===== config.mk =====
export PLATFORM = sky130hd
export DESIGN_NAME = pwm_capture_flat
export DESIGN_NICKNAME = d
export VERILOG_FILES = /design/src/rtl/pwm_capture_if.sv /design/src/rtl/pwm_capture.sv /design/src/flat_wrapper.sv
export SDC_FILE = /design/constraint.sdc
export NUM_CORES = 1
export LEC_CHECK = 0
export CAP_MARGIN = 5
export CORE_UTILIZATION = 51
export CTS_CLUSTER_DIAMETER = 40
export CTS_CLUSTER_SIZE = 12
export DETAILED_ROUTE_END_ITERATION = 10
export MAX_ROUTING_LAYER = met4
export PLACE_DENSITY = 0.74
export SLEW_MARGIN = 15
export SYNTH_ARGS = -nofsm -noshare
export SYNTH_HDL_FRONTEND = slang
export SYNTH_SLANG_ARGS = --single-unit

===== constraint.sdc =====
create_clock -name clk -period 2.7 [get_ports clk]
set_clock_uncertainty 0.05 [all_clocks]
set_input_delay 0.27 -clock clk [delete_from_list [all_inputs] [get_ports clk]]
set_output_delay 0.27 -clock clk [all_outputs]
set_load 0.05 [all_outputs]

===== src/rtl/pwm_capture_if.sv =====
// Signal bundle between the PWM input pin, the capture block and the control logic.
// The master drives the pin; the slave (pwm_capture) reports the measurements.
interface pwm_capture_if #(
  parameter int unsigned CNT_W = 20
);
  logic             pwm_in;
  logic [CNT_W-1:0] pulse_width;
  logic [CNT_W-1:0] period;
  logic             sample_valid;
  logic             range_err;
  logic             timeout;

  modport master (
    output pwm_in,
    input  pulse_width,
    input  period,
    input  sample_valid,
    input  range_err,
    input  timeout
  );

  modport slave (
    input  pwm_in,
    output pulse_width,
    output period,
    output sample_valid,
    output range_err,
    output timeout
  );
endinterface


===== src/rtl/pwm_capture.sv =====
// PWM decoder: measures high time and rising-to-rising period in clock cycles, validates the
// width against a servo window and flags loss of signal.
module pwm_capture #(
  parameter int unsigned CNT_W     = 20,
  parameter int unsigned MIN_WIDTH = 12000,
  parameter int unsigned MAX_WIDTH = 24000,
  parameter int unsigned TIMEOUT   = 480000
) (
  input  logic          clk,
  input  logic          rst_n,
  pwm_capture_if.slave  bus
);

  localparam logic [CNT_W-1:0] TimeoutVal = CNT_W'(TIMEOUT);
  localparam logic [CNT_W-1:0] MinVal     = CNT_W'(MIN_WIDTH);
  localparam logic [CNT_W-1:0] MaxVal     = CNT_W'(MAX_WIDTH);
  localparam logic [CNT_W-1:0] OneVal     = CNT_W'(1);

  typedef enum logic [1:0] {
    StIdle,
    StHigh,
    StLow
  } state_e;

  state_e           state_q, state_d;
  logic [CNT_W-1:0] p_q, p_d;
  logic [CNT_W-1:0] h_q, h_d;
  logic [CNT_W-1:0] pw_q, pw_d;
  logic [CNT_W-1:0] per_q, per_d;
  logic             sv_q, sv_d;
  logic             re_q, re_d;
  logic             to_q, to_d;
  logic             s1_q, s2_q, s3_q;

  logic             rise, fall;
  logic             p_at_limit;
  logic             h_ok;
  logic [CNT_W-1:0] p_inc;

  // Two-flop synchronizer plus one history flop for edge detection.
  always_ff @(posedge clk or negedge rst_n) begin
    if (!rst_n) begin
      s1_q <= 1'b0;
      s2_q <= 1'b0;
      s3_q <= 1'b0;
    end else begin
      s1_q <= bus.pwm_in;
      s2_q <= s1_q;
      s3_q <= s2_q;
    end
  end

  assign rise       = s2_q & ~s3_q;
  assign fall       = ~s2_q & s3_q;
  assign p_at_limit = (p_q == TimeoutVal);
  assign p_inc      = p_at_limit ? p_q : p_q + OneVal;
  assign h_ok       = (h_q >= MinVal) && (h_q <= MaxVal);

  always_comb begin
    state_d = state_q;
    p_d     = p_inc;
    h_d     = h_q;
    pw_d    = pw_q;
    per_d   = per_q;
    sv_d    = 1'b0;
    re_d    = 1'b0;
    to_d    = to_q;

    case (state_q)
      StIdle: begin
        // The first rise only arms the block; nothing is measured yet.
        if (rise) begin
          state_d = StHigh;
          p_d     = OneVal;
        end else if (p_at_limit) begin
          to_d = 1'b1;
        end
      end

      StHigh: begin
        if (p_at_limit) begin
          state_d = StIdle;
          to_d    = 1'b1;
          p_d     = '0;
        end else if (fall) begin
          state_d = StLow;
          h_d     = p_q;
        end
      end

      StLow: begin
        if (rise) begin
          if (h_ok) begin
            pw_d  = h_q;
            per_d = p_q;
            sv_d  = 1'b1;
            to_d  = 1'b0;
          end else begin
            re_d = 1'b1;
          end
          state_d = StHigh;
          p_d     = OneVal;
        end else if (p_at_limit) begin
          state_d = StIdle;
          to_d    = 1'b1;
          p_d     = '0;
        end
      end

      default: begin
        state_d = StIdle;
        p_d     = '0;
      end
    endcase
  end

  always_ff @(posedge clk or negedge rst_n) begin
    if (!rst_n) begin
      state_q <= StIdle;
      p_q     <= '0;
      h_q     <= '0;
      pw_q    <= '0;
      per_q   <= '0;
      sv_q    <= 1'b0;
      re_q    <= 1'b0;
      to_q    <= 1'b0;
    end else begin
      state_q <= state_d;
      p_q     <= p_d;
      h_q     <= h_d;
      pw_q    <= pw_d;
      per_q   <= per_d;
      sv_q    <= sv_d;
      re_q    <= re_d;
      to_q    <= to_d;
    end
  end

  assign bus.pulse_width  = pw_q;
  assign bus.period       = per_q;
  assign bus.sample_valid = sv_q;
  assign bus.range_err    = re_q;
  assign bus.timeout      = to_q;

endmodule

===== src/flat_wrapper.sv =====
// flat-port wrapper written by rule: the top's interface ports become plain ports
module pwm_capture_flat 
#(
  parameter int unsigned CNT_W     = 20,
  parameter int unsigned MIN_WIDTH = 12000,
  parameter int unsigned MAX_WIDTH = 24000,
  parameter int unsigned TIMEOUT   = 480000
)
  (clk, rst_n, bus_pwm_in, bus_pulse_width, bus_period, bus_sample_valid, bus_range_err, bus_timeout);
  pwm_capture_if #(.CNT_W(CNT_W)) bus_i ();
  input  logic clk;
  input  logic rst_n;
  input wire logic [$bits(bus_i.pwm_in)-1:0] bus_pwm_in;
  output wire logic [$bits(bus_i.pulse_width)-1:0] bus_pulse_width;
  output wire logic [$bits(bus_i.period)-1:0] bus_period;
  output wire logic [$bits(bus_i.sample_valid)-1:0] bus_sample_valid;
  output wire logic [$bits(bus_i.range_err)-1:0] bus_range_err;
  output wire logic [$bits(bus_i.timeout)-1:0] bus_timeout;
  assign bus_i.pwm_in = bus_pwm_in;
  assign bus_pulse_width = bus_i.pulse_width;
  assign bus_period = bus_i.period;
  assign bus_sample_valid = bus_i.sample_valid;
  assign bus_range_err = bus_i.range_err;
  assign bus_timeout = bus_i.timeout;
  pwm_capture #(.CNT_W(CNT_W), .MIN_WIDTH(MIN_WIDTH), .MAX_WIDTH(MAX_WIDTH), .TIMEOUT(TIMEOUT)) u_core (.clk(clk), .rst_n(rst_n), .bus(bus_i));
endmodule

==> results of run 1 <==
-- per-stage QoR --
step,setup slack (ps),cells
after floorplan,253.2,284
after global placement,219.2,426
after detailed placement,141.2,426
after CTS,122.6,442
after global routing,27.22,443
final,137.0,443
-- final timing paths --
check | startpoint | endpoint | slack, ps | depth (start not counted)
max in group asynchronous | rst_n | u_core.bus.period[19]$_DFFE_PN0P_ | 1620 | 2
setup reg to reg | u_core.p_q[0]$_DFF_PN0_ | u_core.h_q[0]$_DFFE_PN0P_ | 140 | 6
hold reg to reg | u_core.s1_q$_DFF_PN0_ | u_core.s2_q$_DFF_PN0_ | 310 | 0
hold / removal | bus_pwm_in | u_core.s1_q$_DFF_PN0_ | 290 | 1
setup / recovery | u_core.p_q[0]$_DFF_PN0_ | u_core.h_q[0]$_DFFE_PN0P_ | 140 | 6
min in group asynchronous | rst_n | u_core.bus.pulse_width[1]$_DFFE_PN0P_ | 490 | 2
-- cell usage after synthesis --
cell | n | share of area [%]
sky130_fd_sc_hd__a211oi_1 | 1 | 0.20
sky130_fd_sc_hd__a21oi_1 | 5 | 0.66
sky130_fd_sc_hd__a21oi_4 | 1 | 0.43
sky130_fd_sc_hd__a31oi_1 | 3 | 0.49
sky130_fd_sc_hd__and3_1 | 2 | 0.33
sky130_fd_sc_hd__and4_1 | 2 | 0.46
sky130_fd_sc_hd__and4b_1 | 2 | 0.53
sky130_fd_sc_hd__buf_12 | 2 | 1.1
sky130_fd_sc_hd__buf_2 | 4 | 0.53
sky130_fd_sc_hd__buf_6 | 2 | 0.59
sky130_fd_sc_hd__clkbuf_1 | 4 | 0.39
sky130_fd_sc_hd__dfrtp_1 | 88 | 58
sky130_fd_sc_hd__ha_1 | 3 | 0.99
sky130_fd_sc_hd__inv_1 | 5 | 0.49
sky130_fd_sc_hd__mux2_1 | 35 | 10
sky130_fd_sc_hd__mux2_4 | 20 | 7.9
sky130_fd_sc_hd__mux2i_1 | 1 | 0.26
sky130_fd_sc_hd__nand2_1 | 11 | 1.1
sky130_fd_sc_hd__nand3_1 | 9 | 1.2
sky130_fd_sc_hd__nand4_1 | 7 | 1.2
sky130_fd_sc_hd__nand4b_4 | 1 | 0.63
sky130_fd_sc_hd__nand4bb_1 | 1 | 0.30
sky130_fd_sc_hd__nor2_1 | 26 | 2.6
sky130_fd_sc_hd__nor2b_1 | 8 | 1.3
sky130_fd_sc_hd__nor3_1 | 6 | 0.79
sky130_fd_sc_hd__nor4_1 | 8 | 1.3
sky130_fd_sc_hd__o21ai_0 | 3 | 0.39
sky130_fd_sc_hd__o2bb2ai_1 | 2 | 0.46
sky130_fd_sc_hd__o31ai_1 | 2 | 0.39
sky130_fd_sc_hd__or4_4 | 1 | 0.30
sky130_fd_sc_hd__or4b_4 | 1 | 0.36
sky130_fd_sc_hd__xnor2_1 | 10 | 2.3
sky130_fd_sc_hd__xor2_1 | 8 | 1.8
-- state kept, by name, indices dropped and copies added, names as in the netlist --
signal / count
u_core.s2_q: 1
u_core.bus.period: 20
u_core.s3_q: 1
u_core.h_q: 20
u_core.bus.sample_valid: 1
u_core.state_q: 2
u_core.p_q: 20
u_core.bus.timeout: 1
u_core.bus.range_err: 1
u_core.bus.pulse_width: 20
u_core.s1_q: 1
-- logic make-up after synthesis --
| kind of cell | count (synthesis) | synth area share, % |
|---|---|---|
| flip-flops | 88 | 57.93 |
| multiplexers | 56 | 18.53 |
| buffers and inverters | 17 | 3.061 |
| adder cells (fa/ha/maj) | 3 | 0.9876 |
| AND/OR/NAND/NOR | 85 | 12.31 |
| AO/OA/AOI/OAI | 17 | 3.028 |
| XOR/XNOR | 18 | 4.147 |
-- critical path, delay by kind of cell (launching register included) --
family | cells | cell delay [ps]
AND/OR/NAND/NOR | 3 | 1450
flip-flops | 1 | 380
multiplexers | 1 | 340
adder cells (fa/ha/maj) | 1 | 140
buffers and inverters | 1 | 90
-- final cells by class --
type | count | area [sq um] | area share [%]
Clock inverter | 7 | 71.32 | 1.560
Timing Repair Buffer | 56 | 549.3 | 12.01
Multi-Input combinational cell | 179 | 1484 | 32.45
Sequential cell | 88 | 2202 | 48.15
Tap cell | 99 | 123.9 | 2.709
Clock buffer | 9 | 123.9 | 2.709
Inverter | 5 | 18.77 | 0.4104
-- where the power goes --
group          leakage (nW)  internal [W]  switching [W]
registers              1.21       0.00140      0.0000934
logic                 0.914      0.000215       0.000272
clock network        0.0916      0.000427       0.000466
-- metal layers --
layer	share of wire, %	up-vias	GRT usage [%]
met3	2.9	11	3.078
met4	1.9	0	9.384
met2	47	45	30.84
li1	-	1117	-
met5	0	-	-
met1	48	1142	27.62
==> qor.tcl, run 1 <==
set qor(status) {finished, violations left}
set qor(violated_checks) {design-rule violations}
set qor(floorplan.die.width_um) 88.33
set qor(finalSetupViolations) 0
set qor(maxClockFrequency_mhz) 390.2
set qor(cts_clk_pin_slew_worst_paths_ps) 90
set qor(p_leak_nw) 2.213
set qor(final_critical_path_time_including_i_o_delays_and_setup_ps) 2563
set qor(final_layout_size_suffix_gt1_share_pct) 15.12
set qor(critical-path-slowest-cell) {sky130_fd_sc_hd__or4_4}
set qor(post_cts_buffers) 0
set qor(grt_antenna_before_repair) 0
set qor(vias_in_the_first_global_route) 2245
set qor(critPathMaxStageDelay_ps) 570
set qor(gr-total-overflow) 0
set qor(vdd_drop_max_uv) 405.8
set qor(cts.htree.levels) 3
set qor(drcViolationCount) 2
set qor(timing.critical_path.fanout_max) 20
set qor(total_power_w) 0.002878
set qor(max-slew-margin-rel_pct) 49.26
set qor(final_common_cell) {sky130_fd_sc_hd__dfrtp_1}
set qor(finalWeightedCongestion) 0.8255
set qor(ys_seq_elements) 88
set qor(critPathKind) {reg2reg}
set qor(dr_total_vias) 2315
set qor(dp_hpwl_um) 4769
set qor(placed_cell_area_sq_um) 4364
set qor(fin_tns_setup_ps) 0
set qor(std_cell_rows) 31
set qor(seq_area_frac_synth_pct) 57.93
set qor(crit_path_arrival_time_ps) 2760
set qor(first_iter_violations) 87
set qor(ctsLongestPathBuffers) 2
set qor(numClockSinks) 88
set qor(post_cts_resize_count) 0
set qor(tritoncts) {built}
set qor(portBuffers) 45
set qor(layout_overhead_on_the_synthesized_area_pct) 20.31
set qor(max_slew.worst_pin.slew_ps) 761.0
set qor(final.period_utilization_pct) 94.92
set qor(cp_data_required_time_ps) 2890
set qor(hp-class) {in2reg}
set qor(unrepaired_setup_endpoints_after_global_routing) {false}
set qor(critPathLaunchType) {register}
set qor(final_cell_mix) {sky130_fd_sc_hd__dfrtp_1 (88), sky130_fd_sc_hd__clkdlybuf4s50_1 (44), sky130_fd_sc_hd__mux2_1 (35)}
set qor(power_density_nw_per_um2) 629.4
set qor(wl_um) 6872
set qor(clockRootBuffer) {sky130_fd_sc_hd__clkbuf_8}
set qor(start_util_pct) 52.69
set qor(numCtsBuffers) 9
set qor(route.detailed.wl_per_inst_um) 15.51
set qor(synth.yosys.warnings) 0
set qor(synth.distinct_cells) 33
set qor(worstPathCellList) {inv_1, ha_1, or4b_4, or4_4, nand4b_4, mux2_4}
set qor(slew_violations) 0
set qor(final_cell_area_sq_um) 4573
set qor(maximum_number_of_pins_on_one_net_before_global_route_repair) 89
set qor(core-area_sq_um) 7214
set qor(global_route.usage.total_pct) 20.50
set qor(fin_hold_ws_ps) 289.1
set qor(drt_pass1_iterations) 7
set qor(mappedNetlistArea_sq_um) 3801
set qor(hold_viol) 0
set qor(clk_latency_ps) 360
set qor(synthesized_instance_count) 284
set qor(n_fill_cell) 573
set qor(via_per_inst) 5.226
set qor(critPathCaptureType) {register}
set qor(diodes) 0
set qor(finalNetCount) 345
set qor(syn_avg_cell_area_sq_um) 13.38
set qor(die_area_sq_um) 7802
set qor(grt_first_pass_wirelength_um) 11520
set qor(drv.max_cap_violation_count) 0
set qor(fin_util_pct) 63.39
set qor(syn-num-nets) 290
set qor(cts_hold_repair.buffers) 0
set qor(antenna_violating_nets_post_route) 0
set qor(boundaryPins) 46
set qor(chip_height_um) 88.33
Note: power is estimated with default switching activity, not from simulation.
==> run 2: changes to the inputs <==
CORE_MARGIN = 4   (was unset)
==> run 2 against run 1 <==
The flow now finishes without violations. Critical path depth did not move. Total power rose by 4.2%. Critical path type unchanged. Highest routed layer unchanged. Register-to-register slack barely moved. Maximum frequency fell by 0.43%. Worst hold slack improved by 12 ps. Routed wire length rose by 4.0%. Setup slack got worse by 11 ps. First-iteration DRC count fell by 30%.
==> qor.tcl, run 2 (synthesized netlist as in run 1, its figures left out) <==
set qor(status) {finished clean}
set qor(core-area_sq_um) 7253
set qor(p_leak_nw) 2.238
set qor(layout_overhead_on_the_synthesized_area_pct) 21.23
set qor(final_cell_mix) {sky130_fd_sc_hd__dfrtp_1 (88), sky130_fd_sc_hd__clkdlybuf4s50_1 (44), sky130_fd_sc_hd__mux2_1 (35)}
set qor(via_per_inst) 5.284
set qor(route.detailed.wl_per_inst_um) 16.09
set qor(diodes) 0
set qor(final_cell_area_sq_um) 4608
set qor(worst_min_path_start) {bus_pwm_in}
set qor(vdd_drop_max_uv) 333.1
set qor(drv.max_cap_violation_count) 0
set qor(final-instance-count-excl-fill) 444
set qor(hold_viol) 0
set qor(drcViolationCount) 0
set qor(dr_total_vias) 2346
set qor(floorplan.die.width_um) 94.33
set qor(antenna_violating_nets_post_route) 0
set qor(ctsLongestPathBuffers) 2
set qor(global_route.usage.total_pct) 18.19
set qor(place_inst) 427
set qor(boundaryPins) 46
set qor(post_cts_resize_count) 0
set qor(final_common_cell) {sky130_fd_sc_hd__dfrtp_1}
set qor(setup.reg_to_reg.worst_slack_ps) 130
set qor(fin_util_pct) 63.53
set qor(postLayoutSetupSlackWorst_ps) 125.9
set qor(maximum_number_of_pins_on_one_net_before_global_route_repair) 59
set qor(first_iter_violations) 61
set qor(hp-class) {in2reg}
set qor(final_critical_path_time_including_i_o_delays_and_setup_ps) 2574
set qor(start_util_pct) 52.41
set qor(count_of_cells_along_the_worst_hold_path) 1
set qor(std_cell_rows) 31
set qor(power_density_nw_per_um2) 650.9
set qor(unrepaired_setup_endpoints_after_global_routing) {false}
set qor(clk_latency_ps) 350
set qor(finalNetCount) 346
set qor(launch_point_of_the_worst_path) {u_core.p_q[0]$_DFF_PN0_}
set qor(vias_in_the_first_global_route) 2373
set qor(slew_violations) 0
set qor(final.period_utilization_pct) 95.34
set qor(numClockSinks) 88
set qor(ff_to_ff_path_depth) 6
set qor(dp_hpwl_um) 5048
set qor(critPathKind) {reg2reg}
set qor(timing.critical_path.fanout_max) 20
set qor(tritoncts) {built}
set qor(placed_cell_area_sq_um) 4372
set qor(critPathLaunchType) {register}
set qor(fin_tns_setup_ps) 0
set qor(final_layout_size_suffix_gt1_share_pct) 15.36
set qor(clockRootBuffer) {sky130_fd_sc_hd__clkbuf_8}
set qor(crit_path_arrival_time_ps) 2760
set qor(wl_um) 7144
set qor(max_slew.worst_pin.slew_ps) 734.2
set qor(worst_r2r_startpoint) {u_core.p_q[0]$_DFF_PN0_}
set qor(gr-total-overflow) 0
set qor(cp_data_required_time_ps) 2880
set qor(numCtsBuffers) 9
set qor(critPathCaptureType) {register}
set qor(max-slew-margin-rel_pct) 51.05
set qor(grt_first_pass_wirelength_um) 12000
set qor(die_area_sq_um) 8898
set qor(portBuffers) 45
set qor(finalSetupViolations) 0
set qor(chip_height_um) 94.33
set qor(drt_pass1_iterations) 4
set qor(cts_clk_pin_slew_worst_paths_ps) 90
set qor(min_to) {u_core.s1_q$_DFF_PN0_}
set qor(rr_endpoint) {u_core.h_q[0]$_DFFE_PN0P_}
set qor(maxClockFrequency_mhz) 388.5
set qor(dp_worst_setup_slack_ps) 154.5
set qor(cts.htree.levels) 3
set qor(grt_antenna_before_repair) 0
set qor(finalWeightedCongestion) 0.8180
run 2: changes by cell type in the layout (fill, tap and decap cells not counted), sizes merged:
cell	delta
buf	+1
clkinvlp	-2
inv	+1
bufinv	+1
run 2: critical path: stages (launching register included):
cell and delay, ps:
sky130_fd_sc_hd__dfrtp_1 390, sky130_fd_sc_hd__inv_1 90, sky130_fd_sc_hd__ha_1 150, sky130_fd_sc_hd__or4b_4 470, sky130_fd_sc_hd__or4_4 560, sky130_fd_sc_hd__nand4b_4 400, sky130_fd_sc_hd__mux2_4 340
run 2: layout make-up:
cell class	instances	area [sq um]
clock buffers	9	123.9
fillers	562	2645
repair buffers	57	553.0
clock inverters	7	102.6
well taps	99	123.9
multi-input cells	179	1484
inverters	5	18.77
flip-flops and latches	88	2202
run 2: how the worst max path moves through the flow:
stage / endpoint / slack [ps]
after global placement: u_core.h_q[14]$_DFFE_PN0P_ / 220
after detailed placement: u_core.h_q[10]$_DFFE_PN0P_ / 150
final: u_core.h_q[0]$_DFFE_PN0P_ / 130
after floorplan: u_core.h_q[0]$_DFFE_PN0P_ / 250
after CTS: u_core.h_q[0]$_DFFE_PN0P_ / 120
after global routing: u_core.h_q[17]$_DFFE_PN0P_ / 60
run 2: metal layers:
| metal | wire length (um) | part of all wire [%] | GRT usage (%) | vias up |
|---|---|---|---|---|
| li1 | - | - | - | 1123 |
| met1 | 3505 | 49 | 24.52 | 1161 |
| met2 | 3272 | 46 | 27.84 | 50 |
| met3 | 243 | 3.4 | 2.789 | 12 |
| met4 | 123 | 1.7 | 7.461 | 0 |
| met5 | 0 | 0 | - | - |
run 2: power by group:
group          total [W]  internal [W]  switching, W  leakage (nW)
Sequential       0.00149       0.00140     0.0000900          1.21
Clock            0.00102      0.000531      0.000485         0.110
Combinational   0.000489      0.000219      0.000270         0.920
Total            0.00300       0.00215      0.000845          2.24
run 2: per-stage QoR:
stage | hold WS, ps | total power, W
floorplan | -75.59 | 0.001859
global placement | 284.9 | 0.001988
detailed placement | 287.9 | 0.002002
CTS | 290.6 | 0.003019
global route | 294.6 | 0.003128
finish | 301.4 | 0.002999
run 2: timing repair:
item	in CTS	in global routing
buffers inserted	0	0
hold buffers	1	0
hold endpoints to repair	57	0
